## config.mk

```make
export PLATFORM = sky130hd
export DESIGN_NAME = frame_write_scheduler_flat
export DESIGN_NICKNAME = d
export VERILOG_FILES = /design/src/rtl/frame_write_scheduler_pkg.sv /design/src/rtl/frame_write_scheduler_if.sv /design/src/rtl/frame_write_scheduler_rr_arbiter.sv /design/src/rtl/frame_write_scheduler.sv /design/src/flat_wrapper.sv
export SDC_FILE = /design/constraint.sdc
export NUM_CORES = 1
export LEC_CHECK = 0
export CAP_MARGIN = 15
export CORE_ASPECT_RATIO = 1.25
export CORE_MARGIN = 4
export CORE_UTILIZATION = 45
export DETAILED_ROUTE_END_ITERATION = 6
export MAX_ROUTING_LAYER = met4
export PLACE_DENSITY = 0.71
export SYNTH_ARGS = -nofsm -noshare
export SYNTH_HDL_FRONTEND = slang
export SYNTH_HIERARCHICAL = 1
export SYNTH_SLANG_ARGS = --single-unit
export TNS_END_PERCENT = 30
```

## constraint.sdc

```tcl
create_clock -name Clk -period 6.4 [get_ports Clk]
set_input_delay 1.28 -clock Clk [delete_from_list [all_inputs] [get_ports Clk]]
set_output_delay 1.28 -clock Clk [all_outputs]
set_load 0.02 [all_outputs]
```

## src/rtl/frame_write_scheduler_pkg.sv

```systemverilog
`default_nettype none
// ============================================================================
// frame_write_pkg : shared types and constants for frame_write_scheduler
// Revision: 1.0
// ============================================================================
package frame_write_pkg;

  localparam int FB_ADDR_W = 19;

  typedef enum logic [1:0] {
    ARB   = 2'd0,
    CLEAR = 2'd1,
    DRAW  = 2'd2
  } state_e;

  localparam logic [1:0] ST_ARB   = ARB;
  localparam logic [1:0] ST_CLEAR = CLEAR;
  localparam logic [1:0] ST_DRAW  = DRAW;

  typedef struct packed {
    logic [9:0] x;
    logic [9:0] y;
    logic [6:0] w;
    logic [6:0] h;
    logic [7:0] color;
  } rect_t;

endpackage
`default_nettype wire

```

## src/rtl/frame_write_scheduler_if.sv

```systemverilog
`default_nettype none
// ============================================================================
// frame_write_scheduler_if : requester handshake and Frame_Buffer write bus
// Revision: 1.0
// ============================================================================
interface frame_write_scheduler_if #(
  parameter int NUM_REQ = 4
);
  logic                 frame_start;
  logic                 clear_en;
  logic [NUM_REQ-1:0]   req_valid;
  logic [NUM_REQ-1:0]   req_ready;
  logic [NUM_REQ*10-1:0] req_x;
  logic [NUM_REQ*10-1:0] req_y;
  logic [NUM_REQ*7-1:0] req_w;
  logic [NUM_REQ*7-1:0] req_h;
  logic [NUM_REQ*8-1:0] req_color;
  logic [18:0]          fb_wraddress;
  logic [7:0]           fb_data;
  logic                 fb_wren;
  logic [NUM_REQ-1:0]   rect_done;
  logic                 clear_done;
  logic                 busy;

  modport master (
    output frame_start, clear_en, req_valid, req_x, req_y, req_w, req_h, req_color,
    input  req_ready, fb_wraddress, fb_data, fb_wren, rect_done, clear_done, busy
  );

  modport slave (
    input  frame_start, clear_en, req_valid, req_x, req_y, req_w, req_h, req_color,
    output req_ready, fb_wraddress, fb_data, fb_wren, rect_done, clear_done, busy
  );
endinterface
`default_nettype wire

```

## src/rtl/frame_write_scheduler_rr_arbiter.sv

```systemverilog
`default_nettype none
// ============================================================================
// rr_arbiter : combinational round-robin grant, first request at or above ptr
// Revision: 1.0
// ============================================================================
module rr_arbiter #(
  parameter int NUM_REQ = 4,
  parameter int PTR_W   = (NUM_REQ > 1) ? $clog2(NUM_REQ) : 1
) (
  input  logic [NUM_REQ-1:0] req_i,
  input  logic [PTR_W-1:0]   ptr_i,
  input  logic               en_i,
  output logic [NUM_REQ-1:0] grant_o
);

  logic found;

  always_comb begin
    grant_o = '0;
    found   = 1'b0;
    for (int k = 0; k < NUM_REQ; k++) begin
      for (int i = 0; i < NUM_REQ; i++) begin
        if (en_i && !found && req_i[i] && (((int'(ptr_i) + k) % NUM_REQ) == i)) begin
          grant_o[i] = 1'b1;
          found      = 1'b1;
        end
      end
    end
  end

endmodule
`default_nettype wire

```

## src/rtl/frame_write_scheduler.sv

```systemverilog
`default_nettype none
// ============================================================================
// frame_write_scheduler : sole Frame_Buffer writer; frame clear + rect fills
// Revision: 1.0
// ============================================================================
module frame_write_scheduler
  import frame_write_pkg::*;
#(
  parameter int         NUM_REQ     = 4,
  parameter int         H_RES       = 640,
  parameter int         V_RES       = 480,
  parameter logic [7:0] CLEAR_COLOR = 8'h00
) (
  input  logic                  Clk,
  input  logic                  reset_n,
  frame_write_scheduler_if.slave bus
);

  localparam int                   PTR_W     = (NUM_REQ > 1) ? $clog2(NUM_REQ) : 1;
  localparam logic [FB_ADDR_W-1:0] LAST_ADDR = FB_ADDR_W'(H_RES * V_RES - 1);
  localparam logic [FB_ADDR_W-1:0] H_STEP    = FB_ADDR_W'(H_RES);
  localparam logic [FB_ADDR_W-1:0] V_LIM     = FB_ADDR_W'(V_RES);

  logic [1:0]           state_q, state_d;
  logic [PTR_W-1:0]     ptr_q, ptr_d;
  logic [PTR_W-1:0]     owner_q, owner_d;
  rect_t                rect_q, rect_d;
  logic [6:0]           col_q, col_d;
  logic [6:0]           row_q, row_d;
  logic [FB_ADDR_W-1:0] row_base_q, row_base_d;
  logic [FB_ADDR_W-1:0] clr_addr_q, clr_addr_d;
  logic [FB_ADDR_W-1:0] fb_addr_q, fb_addr_d;
  logic [7:0]           fb_data_q, fb_data_d;
  logic                 fb_wren_q, fb_wren_d;
  logic [NUM_REQ-1:0]   rect_done_q, rect_done_d;
  logic                 clear_done_q, clear_done_d;
  logic                 busy_q;

  logic                 clear_req;
  logic                 arb_en;
  logic [NUM_REQ-1:0]   grant;
  logic [FB_ADDR_W-1:0] x_cur, y_cur;
  logic                 clip, empty, last;

  // Ready is also held low during reset so every output reads 0 while reset_n=0.
  assign clear_req = bus.frame_start & bus.clear_en;
  assign arb_en    = reset_n & ~clear_req & (state_q == ST_ARB);

  rr_arbiter #(.NUM_REQ(NUM_REQ), .PTR_W(PTR_W)) u_arb (
    .req_i   (bus.req_valid),
    .ptr_i   (ptr_q),
    .en_i    (arb_en),
    .grant_o (grant)
  );

  assign x_cur = FB_ADDR_W'(rect_q.x) + FB_ADDR_W'(col_q);
  assign y_cur = FB_ADDR_W'(rect_q.y) + FB_ADDR_W'(row_q);
  assign clip  = (x_cur >= H_STEP) || (y_cur >= V_LIM);
  assign empty = (rect_q.w == 7'd0) || (rect_q.h == 7'd0);
  assign last  = empty || ((col_q == rect_q.w - 7'd1) && (row_q == rect_q.h - 7'd1));

  always_comb begin
    state_d      = state_q;
    ptr_d        = ptr_q;
    owner_d      = owner_q;
    rect_d       = rect_q;
    col_d        = col_q;
    row_d        = row_q;
    row_base_d   = row_base_q;
    clr_addr_d   = clr_addr_q;
    fb_addr_d    = fb_addr_q;
    fb_data_d    = fb_data_q;
    fb_wren_d    = 1'b0;
    rect_done_d  = '0;
    clear_done_d = 1'b0;

    if (clear_req) begin
      state_d    = ST_CLEAR;
      clr_addr_d = '0;
    end else begin
      case (state_q)
        ST_ARB: begin
          for (int i = 0; i < NUM_REQ; i++) begin
            if (grant[i]) begin
              rect_d.x     = bus.req_x[10*i +: 10];
              rect_d.y     = bus.req_y[10*i +: 10];
              rect_d.w     = bus.req_w[7*i +: 7];
              rect_d.h     = bus.req_h[7*i +: 7];
              rect_d.color = bus.req_color[8*i +: 8];
              owner_d      = PTR_W'(i);
              ptr_d        = (i == NUM_REQ - 1) ? '0 : PTR_W'(i + 1);
              col_d        = '0;
              row_d        = '0;
              row_base_d   = FB_ADDR_W'(bus.req_y[10*i +: 10]) * H_STEP;
              state_d      = ST_DRAW;
            end
          end
        end
        ST_CLEAR: begin
          fb_wren_d = 1'b1;
          fb_addr_d = clr_addr_q;
          fb_data_d = CLEAR_COLOR;
          if (clr_addr_q == LAST_ADDR) begin
            clear_done_d = 1'b1;
            state_d      = ST_ARB;
          end else begin
            clr_addr_d = clr_addr_q + 1'b1;
          end
        end
        ST_DRAW: begin
          fb_addr_d = row_base_q + x_cur;
          fb_data_d = rect_q.color;
          fb_wren_d = ~empty & ~clip;
          if (last) begin
            rect_done_d[owner_q] = 1'b1;
            state_d              = ST_ARB;
          end else if (col_q == rect_q.w - 7'd1) begin
            col_d      = '0;
            row_d      = row_q + 7'd1;
            row_base_d = row_base_q + H_STEP;
          end else begin
            col_d = col_q + 7'd1;
          end
        end
        default: state_d = ST_ARB;
      endcase
    end
  end

  always_ff @(posedge Clk or negedge reset_n) begin
    if (!reset_n) begin
      state_q      <= ST_ARB;
      ptr_q        <= '0;
      owner_q      <= '0;
      rect_q       <= '0;
      col_q        <= '0;
      row_q        <= '0;
      row_base_q   <= '0;
      clr_addr_q   <= '0;
      fb_addr_q    <= '0;
      fb_data_q    <= '0;
      fb_wren_q    <= 1'b0;
      rect_done_q  <= '0;
      clear_done_q <= 1'b0;
      busy_q       <= 1'b0;
    end else begin
      state_q      <= state_d;
      ptr_q        <= ptr_d;
      owner_q      <= owner_d;
      rect_q       <= rect_d;
      col_q        <= col_d;
      row_q        <= row_d;
      row_base_q   <= row_base_d;
      clr_addr_q   <= clr_addr_d;
      fb_addr_q    <= fb_addr_d;
      fb_data_q    <= fb_data_d;
      fb_wren_q    <= fb_wren_d;
      rect_done_q  <= rect_done_d;
      clear_done_q <= clear_done_d;
      busy_q       <= (state_d != ST_ARB);
    end
  end

  assign bus.req_ready    = grant;
  assign bus.fb_wraddress = fb_addr_q;
  assign bus.fb_data      = fb_data_q;
  assign bus.fb_wren      = fb_wren_q;
  assign bus.rect_done    = rect_done_q;
  assign bus.clear_done   = clear_done_q;
  assign bus.busy         = busy_q;

endmodule
`default_nettype wire

```

## src/flat_wrapper.sv

```systemverilog
// flat-port wrapper written by rule: the top's interface ports become plain ports
module frame_write_scheduler_flat import frame_write_pkg::*;
#(
  parameter int         NUM_REQ     = 4,
  parameter int         H_RES       = 640,
  parameter int         V_RES       = 480,
  parameter logic [7:0] CLEAR_COLOR = 8'h00
)
  (Clk, reset_n, bus_frame_start, bus_clear_en, bus_req_valid, bus_req_x, bus_req_y, bus_req_w, bus_req_h, bus_req_color, bus_req_ready, bus_fb_wraddress, bus_fb_data, bus_fb_wren, bus_rect_done, bus_clear_done, bus_busy);
  frame_write_scheduler_if #(.NUM_REQ(NUM_REQ)) bus_i ();
  input  logic Clk;
  input  logic reset_n;
  input wire logic [$bits(bus_i.frame_start)-1:0] bus_frame_start;
  input wire logic [$bits(bus_i.clear_en)-1:0] bus_clear_en;
  input wire logic [$bits(bus_i.req_valid)-1:0] bus_req_valid;
  input wire logic [$bits(bus_i.req_x)-1:0] bus_req_x;
  input wire logic [$bits(bus_i.req_y)-1:0] bus_req_y;
  input wire logic [$bits(bus_i.req_w)-1:0] bus_req_w;
  input wire logic [$bits(bus_i.req_h)-1:0] bus_req_h;
  input wire logic [$bits(bus_i.req_color)-1:0] bus_req_color;
  output wire logic [$bits(bus_i.req_ready)-1:0] bus_req_ready;
  output wire logic [$bits(bus_i.fb_wraddress)-1:0] bus_fb_wraddress;
  output wire logic [$bits(bus_i.fb_data)-1:0] bus_fb_data;
  output wire logic [$bits(bus_i.fb_wren)-1:0] bus_fb_wren;
  output wire logic [$bits(bus_i.rect_done)-1:0] bus_rect_done;
  output wire logic [$bits(bus_i.clear_done)-1:0] bus_clear_done;
  output wire logic [$bits(bus_i.busy)-1:0] bus_busy;
  assign bus_i.frame_start = bus_frame_start;
  assign bus_i.clear_en = bus_clear_en;
  assign bus_i.req_valid = bus_req_valid;
  assign bus_i.req_x = bus_req_x;
  assign bus_i.req_y = bus_req_y;
  assign bus_i.req_w = bus_req_w;
  assign bus_i.req_h = bus_req_h;
  assign bus_i.req_color = bus_req_color;
  assign bus_req_ready = bus_i.req_ready;
  assign bus_fb_wraddress = bus_i.fb_wraddress;
  assign bus_fb_data = bus_i.fb_data;
  assign bus_fb_wren = bus_i.fb_wren;
  assign bus_rect_done = bus_i.rect_done;
  assign bus_clear_done = bus_i.clear_done;
  assign bus_busy = bus_i.busy;
  frame_write_scheduler #(.NUM_REQ(NUM_REQ), .H_RES(H_RES), .V_RES(V_RES), .CLEAR_COLOR(CLEAR_COLOR)) u_core (.Clk(Clk), .reset_n(reset_n), .bus(bus_i));
endmodule
```

==> results.tsv, run 1 <==
stage	metric	value	unit
logic_synthesis	mux share of post-synthesis cell area	6.385	%
logic_synthesis	post-synthesis compound-gate area fraction	20.78	%
logic_synthesis	Most used DFF post-synth	dfrtp_1	
logic_synthesis	EDFF count, synth	0	
global_routing	total gr overflow	0	
timing	final setup vio count	0	
logic_synthesis	post-synthesis instance area	0.01062	mm2
cts	Num CTS Buffers	17	
pwr	Power Density	313.6	mW/mm2
logic_synthesis	Avg Cell Area, Syn	8.278	um2
timing	max-slew violation count	0	
critical_path	Worst path max stage delay	0.68	ns
global_routing	largest net degree at the start of global routing	104	
cells_and_area	Final nets	1736	
logic_synthesis	post-synthesis adder-cell area fraction	12.32	%
logic_synthesis	simple-gate area share of the yosys netlist	21.15	%
cts	clock buffer depth	2	
placement	cell total after placement	1728	
cells_and_area	most frequent cells in the layout	clkdlybuf4s50_1, nor2_1, a21oi_1	
outcome	status	finished clean	
detailed_routing	WL final	30.00	mm
global_routing	first-pass GRT wire length	48.53	mm
cts	CTS clk-pin slew, worst paths	0.06	ns
placement	hpwl dp	23.39	mm
cells_and_area	Area growth, synth to finish	27.63	%
logic_synthesis	ys async rst share	100.0	%
floorplanning	io pins	214	
floorplanning	die area	0.02614	mm2
detailed_routing	DR vias	10000	
cts	clk root buf	clkbuf_16	
placement	GPL Wtd Cong	0.9062	
cts	CTS tree	done	
cells_and_area	fin cells	1760	
timing	Worst Max-Slew Pin Slew	0.9288	ns
logic_synthesis	Syn Inst Count	1283	
timing	Rel. slew slack	38.08	%
critical_path	worst path cell trace	clkdlybuf4s50_1, nand2_1, and3_1, nand2_1, a21oi_1, o21ai_0, o31ai_4, clkdlybuf4s50_1	
cts	Resize count post-CTS	0	
timing	crit share post-route	73.94	%
cells_and_area	Multi-input gate area	0.007092	mm2
timing	setup_tns	0	ns
critical_path	Worst EP arrival	3.45	ns
critical_path	Crit. End Element	primary output	
critical_path	Critical Setup Path Class	input pin to primary output	
detailed_routing	first drt pass iteration count	5	
flow_run	max_cap viols	0	
floorplanning	core area	0.02312	mm2
timing	Final Hold Fails	0	
global_routing	initial antenna violation count	0	
floorplanning	Die Ht	179.8	um
pwr	Leakage	5.807	nW
floorplanning	Site Rows	62	
logic_synthesis	flops & latches, synth	127	
cells_and_area	layout cells sized above 1	5.163	%
critical_path	worst endpoint required time	5.12	ns
detailed_routing	1st-iter DRT viols	473	
pwr	largest vdd supply drop	177.0	uV
cts	clk sinks	127	
global_routing	total track usage	23.01	%
cts	Post-CTS Setup Bufs	0	
critical_path	worst-path fanout max	6	
floorplanning	Initial Util	45.94	%
floorplanning	die width	145.4	um
cts	worst-skew pair later-pin latency	0.42	ns
logic_synthesis	Synthesis Warnings	6	
global_routing	vias in the first global route	9746	
critical_path	slowest CP cell	clkdlybuf4s50_1	
cells_and_area	FILL cells	2113	
timing	RSZ-0062 raised after global routing	no	
logic_synthesis	Mapped Nets	1560	
detailed_routing	via density per instance	5.684	
detailed_routing	Post-DRT Antenna Nets	0	
timing	Hold WS	0.4603	ns
logic_synthesis	Post-Synth XOR/XNOR Area	5.820	%
detailed_routing	WL per Instance	17.05	um
cells_and_area	most common cell after layout, fill and taps aside	clkdlybuf4s50_1	
cells_and_area	number of diodes	0	
logic_synthesis	Distinct cells, synth	81	
timing	Fmax	0.2113	GHz
timing	Max Clock Skew	0.009484	ns
critical_path	Setup crit start kind	input pin	
cts	hold bufs inserted after CTS	0	
cts	number of H-tree levels	4	
logic_synthesis	main combinational cell family by area after synthesis	simple AND/OR/NAND/NOR gates	
logic_synthesis	register area share after synthesis	29.92	%
placement	PortBufs	213	
timing	post-layout min period	4.732	ns
cells_and_area	Register Area	0.003178	mm2
detailed_routing	Residual DRC	0	
worst_hold_path	path category of the worst min-delay check	flop to flop	
## critical path, delay by kind of cell
| kind | cells | cell delay (ns) |
|---|---|---|
| buffers and inverters | 2 | 1.09 |
| AND/OR/NAND/NOR | 3 | 0.66 |
| AO/OA/AOI/OAI | 3 | 0.42 |
## path summary, 6_finish.rpt
| kind | startpoint | to | slack, ns | depth (start not counted) |
|---|---|---|---|---|
| worst max-delay path | bus_frame_start | bus_req_ready[2] | 1.67 | 8 |
| worst min-delay path | u_core/owner_q[0] | u_core/bus.rect_done[0] | 0.46 | 1 |
| worst max register to register | u_core/col_q[0] | u_core/bus.fb_wraddress[14] | 2.29 | 15 |
| worst min register to register | u_core/owner_q[0] | u_core/bus.rect_done[0] | 0.46 | 1 |
| max in group asynchronous | reset_n | u_core/rect_q[8] | 4.45 | 2 |
| min in group asynchronous | reset_n | u_core/bus.fb_wraddress[0] | 0.74 | 1 |
## synthesized netlist by cell type, types with 9 or more instances
cell type / instances / area share, %
or4_1: 9 / 0.64
dfrtp_1: 127 / 30
buf_1: 12 / 0.42
o211ai_1: 16 / 1.1
clkbuf_1: 54 / 1.9
a21o_1: 10 / 0.71
nor3_1: 29 / 1.4
nand3_1: 49 / 2.3
nor2_1: 152 / 5.4
a211oi_1: 14 / 0.99
or3_1: 21 / 1.2
xnor2_1: 45 / 3.7
xor2_1: 23 / 1.9
nor2b_1: 11 / 0.65
and3_1: 22 / 1.3
nand4_1: 13 / 0.77
o21bai_1: 10 / 0.71
ha_1: 95 / 11
o21ai_0: 78 / 3.7
a21oi_1: 144 / 6.8
inv_1: 30 / 1.1
mux2i_1: 61 / 5.7
nand2_1: 116 / 4.1
## layer usage
metal | routed length [um] | track usage (%)
met1 | 13170 | 28.98
met2 | 15170 | 39.45
met5 | 0 | -
met3 | 1149 | 2.720
met4 | 511 | 6.005
## where the power goes
| group | total (mW) | internal (mW) | switching (mW) |
|---|---|---|---|
| Combinational | 1.97 | 0.859 | 1.11 |
| Sequential | 1.32 | 1.05 | 0.276 |
| Clock | 0.955 | 0.583 | 0.371 |
## per-stage QoR
stage / cell area [um2] / power [mW] / utilization [%] / worst slack (ns)
floorplan: 10620 / 2.629 / - / 2.193
global placement: 12970 / 3.238 / 56.11 / 1.644
detailed placement: 12970 / 3.290 / 56.11 / 1.571
CTS: 13550 / 4.269 / 58.63 / 1.657
global route: 13550 / 4.563 / 58.63 / 1.520
finish: 13550 / 4.251 / 58.63 / 1.668
## flip-flops by register name (all words and copies together) (netlist names)
signal                   count
u_core/row_q                 7
u_core/col_q                 7
u_core/ptr_q                 2
u_core/bus.fb_wraddress     19
u_core/bus.rect_done         4
u_core/bus.fb_wren           1
u_core/bus.clear_done        1
u_core/row_base_q           12
u_core/owner_q               2
u_core/bus.busy              1
u_core/state_q               2
u_core/rect_q               42
u_core/clr_addr_q           19
u_core/bus.fb_data           8
## cell type report
type,instances,share of cell area [%]
Multi-Input combinational cell,1057,52.32
Sequential cell,127,23.45
Timing Repair Buffer,226,16.43
Clock buffer,19,3.268
Tap cell,288,2.659
Clock inverter,13,1.043
Inverter,30,0.8308
## kinds of logic after synthesis
kind of cell,Yosys count
AOI/OAI and AO/OA,352
muxes,67
and+or+nand+nor,467
DFF,127
other,1
adders and majority gates,101
xor gates and xnor gates,69
buffers and inverters,99
(Power assumes the default switching activity.)
==> run 2, diff against run 1 <==
==> constraint.sdc (replaced) <==
create_clock -name Clk -period 4.4 [get_ports Clk]
set_input_delay 0.88 -clock Clk [delete_from_list [all_inputs] [get_ports Clk]]
set_output_delay 0.88 -clock Clk [all_outputs]
set_load 0.02 [all_outputs]
==> results.tsv, run 2 (synthesis results as in run 1) <==
stage	metric	value	unit
floorplanning	Die Ht	179.8	um
critical_path	Crit. End Element	flop	
cts	Post-CTS Setup Bufs	0	
critical_path	Critical Setup Path Class	input pin to flop	
cells_and_area	max reg flops	42	
timing	Final Hold Fails	0	
critical_path	Worst EP arrival	4.19	ns
detailed_routing	WL per Instance	16.84	um
placement	dpl ws	0.1602	ns
cts	clk sinks	127	
cells_and_area	Area growth, synth to finish	28.82	%
global_routing	total track usage	23.03	%
cts	hold bufs inserted after CTS	0	
placement	GPL Wtd Cong	0.9066	
critical_path	Setup crit start kind	input pin	
global_routing	total gr overflow	0	
critical_path	Worst path max stage delay	0.50	ns
global_routing	vias in the first global route	9910	
timing	Rel. slew slack	31.96	%
cells_and_area	number of diodes	0	
critical_path	slowest CP cell	clkdlybuf4s50_1	
timing	final setup vio count	0	
placement	hpwl dp	23.46	mm
detailed_routing	via density per instance	5.661	
detailed_routing	first drt pass iteration count	5	
cells_and_area	FILL cells	2105	
floorplanning	Initial Util	45.94	%
global_routing	largest net degree at the start of global routing	128	
timing	Fmax	0.2594	GHz
detailed_routing	Post-DRT Antenna Nets	0	
detailed_routing	1st-iter DRT viols	566	
outcome	status	finished clean	
cells_and_area	Largest Register	u_core/rect_q	
cells_and_area	Final nets	1744	
cells_and_area	most common cell after layout, fill and taps aside	clkdlybuf4s50_1	
cells_and_area	Register Area	0.003178	mm2
cts	Num CTS Buffers	17	
pwr	largest vdd supply drop	211.6	uV
cells_and_area	layout cells sized above 1	5.743	%
global_routing	initial antenna violation count	0	
timing	setup_tns	0	ns
global_routing	first-pass GRT wire length	48.96	mm
pwr	Power Density	459.2	mW/mm2
worst_hold_path	path category of the worst min-delay check	flop to flop	
floorplanning	die width	145.4	um
timing	Worst Max-Slew Pin Slew	1.021	ns
floorplanning	Site Rows	62	
cts	number of H-tree levels	4	
timing	Max Clock Skew	0.008649	ns
cells_and_area	Multi-input gate area	0.007092	mm2
timing	max-slew violation count	0	
timing	crit share post-route	87.62	%
pwr	Leakage	5.870	nW
critical_path	worst path cell trace	clkdlybuf4s50_1, ha_1, ha_1, fa_1, a21oi_1, o211ai_1, o41ai_1, mux2_2, a2111oi_0, buf_4, o21ai_0, o211ai_1	
cells_and_area	most frequent cells in the layout	clkdlybuf4s50_1, nor2_1, a21oi_1	
floorplanning	die area	0.02614	mm2
cts	CTS tree	done	
cts	CTS clk-pin slew, worst paths	0.06	ns
floorplanning	io pins	214	
placement	PortBufs	213	
critical_path	worst endpoint required time	4.73	ns
detailed_routing	DR vias	10010	
cts	clock buffer depth	2	
detailed_routing	WL final	29.77	mm
critical_path	r2r setup slk	0.57	ns
cts	worst-skew pair later-pin latency	0.41	ns
floorplanning	core area	0.02312	mm2
cts	Resize count post-CTS	0	
timing	post-layout min period	3.855	ns
cts	clk root buf	clkbuf_16	
timing	Final Worst Setup Slack	0.5447	ns
flow_run	max_cap viols	0	
timing	RSZ-0062 raised after global routing	no	
critical_path	worst-path fanout max	3	
timing	Hold WS	0.4576	ns
detailed_routing	Residual DRC	0	
## run 2: cell types whose count changed in the layout (fill, tap and decap cells not counted)
cell / change
clkinv_2: -2
bufinv_16: +1
clkinv_4: -3
buf_12: +2
buf_4: +6
clkbuf_1: -1
inv_6: +1
clkinvlp_4: +2
clkbuf_8: +2
## run 2: through the flow
step                util, %  power [mW]  instances  area, um2
floorplan                 -       3.823       1283      10620
global placement      56.47       4.751       1736      13060
detailed placement    56.47       4.817       1736      13060
CTS                   59.18       6.314       1768      13680
global route          59.18       6.773       1768      13680
finish                59.18       6.282       1768      13680
## run 2: worst paths after layout
kind                                   startpoint                     endpoint  cells past startpoint
worst min-delay path            u_core/owner_q[0]      u_core/bus.rect_done[0]                      1
worst max-delay path                 bus_req_y[3]        u_core/row_base_q[18]                     12
max in group asynchronous                 reset_n        u_core/clr_addr_q[15]                      2
min in group asynchronous                 reset_n             u_core/rect_q[1]                      2
worst max register to register    u_core/col_q[0]  u_core/bus.fb_wraddress[16]                     16
worst min register to register  u_core/owner_q[0]      u_core/bus.rect_done[0]                      1
## run 2: power by group
part / leakage (nW) / switching (mW) / internal, mW / total, mW
logic: 3.92 / 1.60 / 1.28 / 2.88
clock network: 0.291 / 0.531 / 0.938 / 1.47
registers: 1.66 / 0.409 / 1.52 / 1.93
total: 5.87 / 2.54 / 3.74 / 6.28
## run 2: metal layers
metal | GRT usage (%) | routed length [um] | vias up | part of all wire, %
met2 | 37.82 | 14390 | 276 | 48
met5 | - | 0 | - | 0
li1 | - | - | 5047 | -
met4 | 7.260 | 783 | 0 | 2.6
met3 | 3.199 | 1219 | 45 | 4.1
met1 | 29.62 | 13380 | 4640 | 45
## run 2: cell type report
class | instances | share of cell area (%)
Tap cell | 288 | 2.634
Multi-Input combinational cell | 1057 | 51.84
Timing Repair Buffer | 234 | 16.90
Inverter | 30 | 0.8231
Clock buffer | 20 | 3.411
Clock inverter | 12 | 1.162
Sequential cell | 127 | 23.23
## run 2: critical path: cells and delay by family
| family | cells | cell delay, ns |
|---|---|---|
| buf+inv | 2 | 0.69 |
| compound gates | 6 | 1.34 |
| mux | 1 | 0.38 |
| fa+ha+maj | 3 | 0.90 |
==> run 3, diff against run 2 <==
--- a/config.mk
+++ b/config.mk
@@ -7,7 +7,7 @@
 export LEC_CHECK = 0
 export CAP_MARGIN = 15
 export CORE_ASPECT_RATIO = 1.25
-export CORE_MARGIN = 4
+export CORE_MARGIN = 2
 export CORE_UTILIZATION = 45
 export DETAILED_ROUTE_END_ITERATION = 6
 export MAX_ROUTING_LAYER = met4
==> results.tsv, run 3 (synthesis results as in run 1) <==
stage	metric	value	unit
outcome	status	finished clean	
timing	crit share post-route	94.99	%
global_routing	largest net degree at the start of global routing	128	
cts	clk sinks	127	
cells_and_area	Finished Cell Area	0.01364	mm2
global_routing	initial antenna violation count	0	
global_routing	total track usage	24.99	%
cells_and_area	FILL cells	2093	
pwr	switching share of power	41.50	%
critical_path	worst-path fanout max	43	
critical_path	crit path buf inv count	3	
timing	final setup vio count	0	
placement	GPL Wtd Cong	0.9228	
detailed_routing	1st-iter DRT viols	588	
cts	hold bufs inserted after CTS	0	
pwr	P_sw	2.595	mW
timing	Fmax	0.2392	GHz
cells_and_area	Register Area	0.003178	mm2
floorplanning	Die Ht	175.8	um
cells_and_area	Area growth, synth to finish	28.46	%
global_routing	vias in the first global route	10070	
cells_and_area	number of diodes	0	
pwr	cell internal pwr	3.658	mW
cells_and_area	Final nets	1744	
critical_path	Worst EP arrival	3.30	ns
timing	RSZ-0062 raised after global routing	no	
timing	Final Hold Fails	0	
critical_path	Setup crit start kind	input pin	
critical_path	worst path cell trace	clkdlybuf4s50_1, nor2b_1, a211oi_1, mux2i_1, o31ai_4, buf_6, clkdlybuf4s50_1	
critical_path	Critical Setup Path Class	input pin to primary output	
pwr	Clk pwr share	22.7	%
detailed_routing	via density per instance	5.693	
cts	number of H-tree levels	4	
cells_and_area	max reg flops	42	
floorplanning	Initial Util	45.94	%
cells_and_area	layout cells sized above 1	5.743	%
flow_run	max_cap viols	0	
cts	clk root buf	clkbuf_16	
timing	Rel. slew slack	32.26	%
pwr	largest vdd supply drop	204.3	uV
critical_path	most used cell along the critical path	clkdlybuf4s50_1	
cells_and_area	most common cell after layout, fill and taps aside	clkdlybuf4s50_1	
critical_path	slowest CP cell	clkdlybuf4s50_1	
floorplanning	core area	0.02312	mm2
cts	clock buffer depth	2	
worst_hold_path	path category of the worst min-delay check	flop to flop	
placement	hpwl dp	23.27	mm
global_routing	total gr overflow	0	
global_routing	met1 Use GR	31.64	%
detailed_routing	Residual DRC	0	
cts	worst-skew pair later-pin latency	0.43	ns
pwr	Leakage	5.858	nW
detailed_routing	DR vias	10070	
global_routing	most used routing layer	met2	
timing	Max Clock Skew	0.01210	ns
critical_path	critical path's top delay family	buffers and inverters	
timing	post-layout min period	4.180	ns
floorplanning	die area	0.02485	mm2
critical_path	worst endpoint required time	3.52	ns
cells_and_area	most frequent cells in the layout	clkdlybuf4s50_1, nor2_1, a21oi_1	
global_routing	met3 Use GR	3.272	%
floorplanning	io pins	214	
timing	Hold WS	0.4633	ns
floorplanning	die width	141.4	um
global_routing	first-pass GRT wire length	49.00	mm
cells_and_area	Largest Register	u_core/rect_q	
floorplanning	Site Rows	62	
global_routing	met2 Track Usage GR	42.01	%
detailed_routing	Post-DRT Antenna Nets	0	
cts	CTS tree	done	
placement	placement-stage cell area	0.01304	mm2
cts	CTS clk-pin slew, worst paths	0.06	ns
placement	PortBufs	213	
detailed_routing	WL final	29.83	mm
critical_path	Crit. End Element	primary output	
detailed_routing	WL per Instance	16.87	um
timing	max-slew violation count	0	
timing	setup_tns	0	ns
cells_and_area	Multi-input gate area	0.007092	mm2
cts	Num CTS Buffers	17	
pwr	Power Density	458.3	mW/mm2
pwr	Logic pwr share	46.4	%
critical_path	Worst path max stage delay	0.66	ns
detailed_routing	first drt pass iteration count	5	
pwr	sequential share of power	30.9	%
timing	Worst Max-Slew Pin Slew	1.012	ns
==> run 3: cell count changes in the layout (fill, tap and decap cells not counted) <==
cell	before	now
bufinv_16	3	2
buf_6	0	1
clkinv_4	2	3
inv_6	1	5
clkinvlp_4	5	3
buf_12	2	1
clkbuf_8	3	1
==> run 3: power by group through the flow <==
stage / clock (mW) / combinational (mW) / sequential (mW)
5_1_grt: 1.50 / 3.23 / 1.99
4_1_cts: 1.44 / 2.90 / 1.93
3_3_place_gp: 0 / 2.82 / 1.93
6_report: 1.42 / 2.90 / 1.93
3_5_place_dp: 0 / 2.88 / 1.95
2_1_floorplan: 0 / 1.94 / 1.88
==> run 3: routing by layer <==
| layer | part of all wire, % | wire length, um |
|---|---|---|
| met5 | 0 | 0 |
| met4 | 1.8 | 550 |
| met3 | 3.6 | 1088 |
| met2 | 50 | 14860 |
| met1 | 45 | 13330 |
==> run 3: layout make-up <==
| cell class | count | share of cell area [%] |
|---|---|---|
| clock buffer | 18 | 3.219 |
| clock inverter | 14 | 1.156 |
| inverter | 30 | 0.8254 |
| multi-input combinational | 1057 | 51.98 |
| sequential | 127 | 23.29 |
| tap | 288 | 2.641 |
| timing repair buffer | 234 | 16.88 |
==> run 3: what timing repair did <==
action,CTS,global route
setup endpoints to repair,0,1
buffers inserted,0,0
resized for setup,0,1
==> run 3: per-stage QoR <==
stage / setup WS (ns) / utilization, % / instances / power [mW]
floorplan: 0.5934 / - / 1283 / 3.823
global placement: 0.1331 / 56.42 / 1736 / 4.750
detailed placement: 0.06939 / 56.42 / 1736 / 4.822
CTS: 0.1061 / 59.00 / 1768 / 6.265
global route: 0.05165 / 59.02 / 1768 / 6.723
finish: 0.2202 / 59.02 / 1768 / 6.253
==> run 3: tightest hold or removal path: stages (launching register included) <==
cell	delay, ns
dfrtp_1	0.34
nand2_1	0.05
nand2_1	0.05
==> run 3: worst paths after layout <==
path | start | to | slack [ns] | cells after the start
worst max-delay path | bus_req_valid[2] | bus_req_ready[2] | 0.22 | 7
worst min-delay path | u_core/bus.fb_data[1] | u_core/bus.fb_data[1] | 0.46 | 2
worst max register to register | u_core/col_q[0] | u_core/bus.fb_wraddress[18] | 0.50 | 16
worst min register to register | u_core/bus.fb_data[1] | u_core/bus.fb_data[1] | 0.46 | 2
max in group asynchronous | reset_n | u_core/rect_q[6] | 3.21 | 2
min in group asynchronous | reset_n | u_core/bus.fb_data[2] | 0.56 | 2
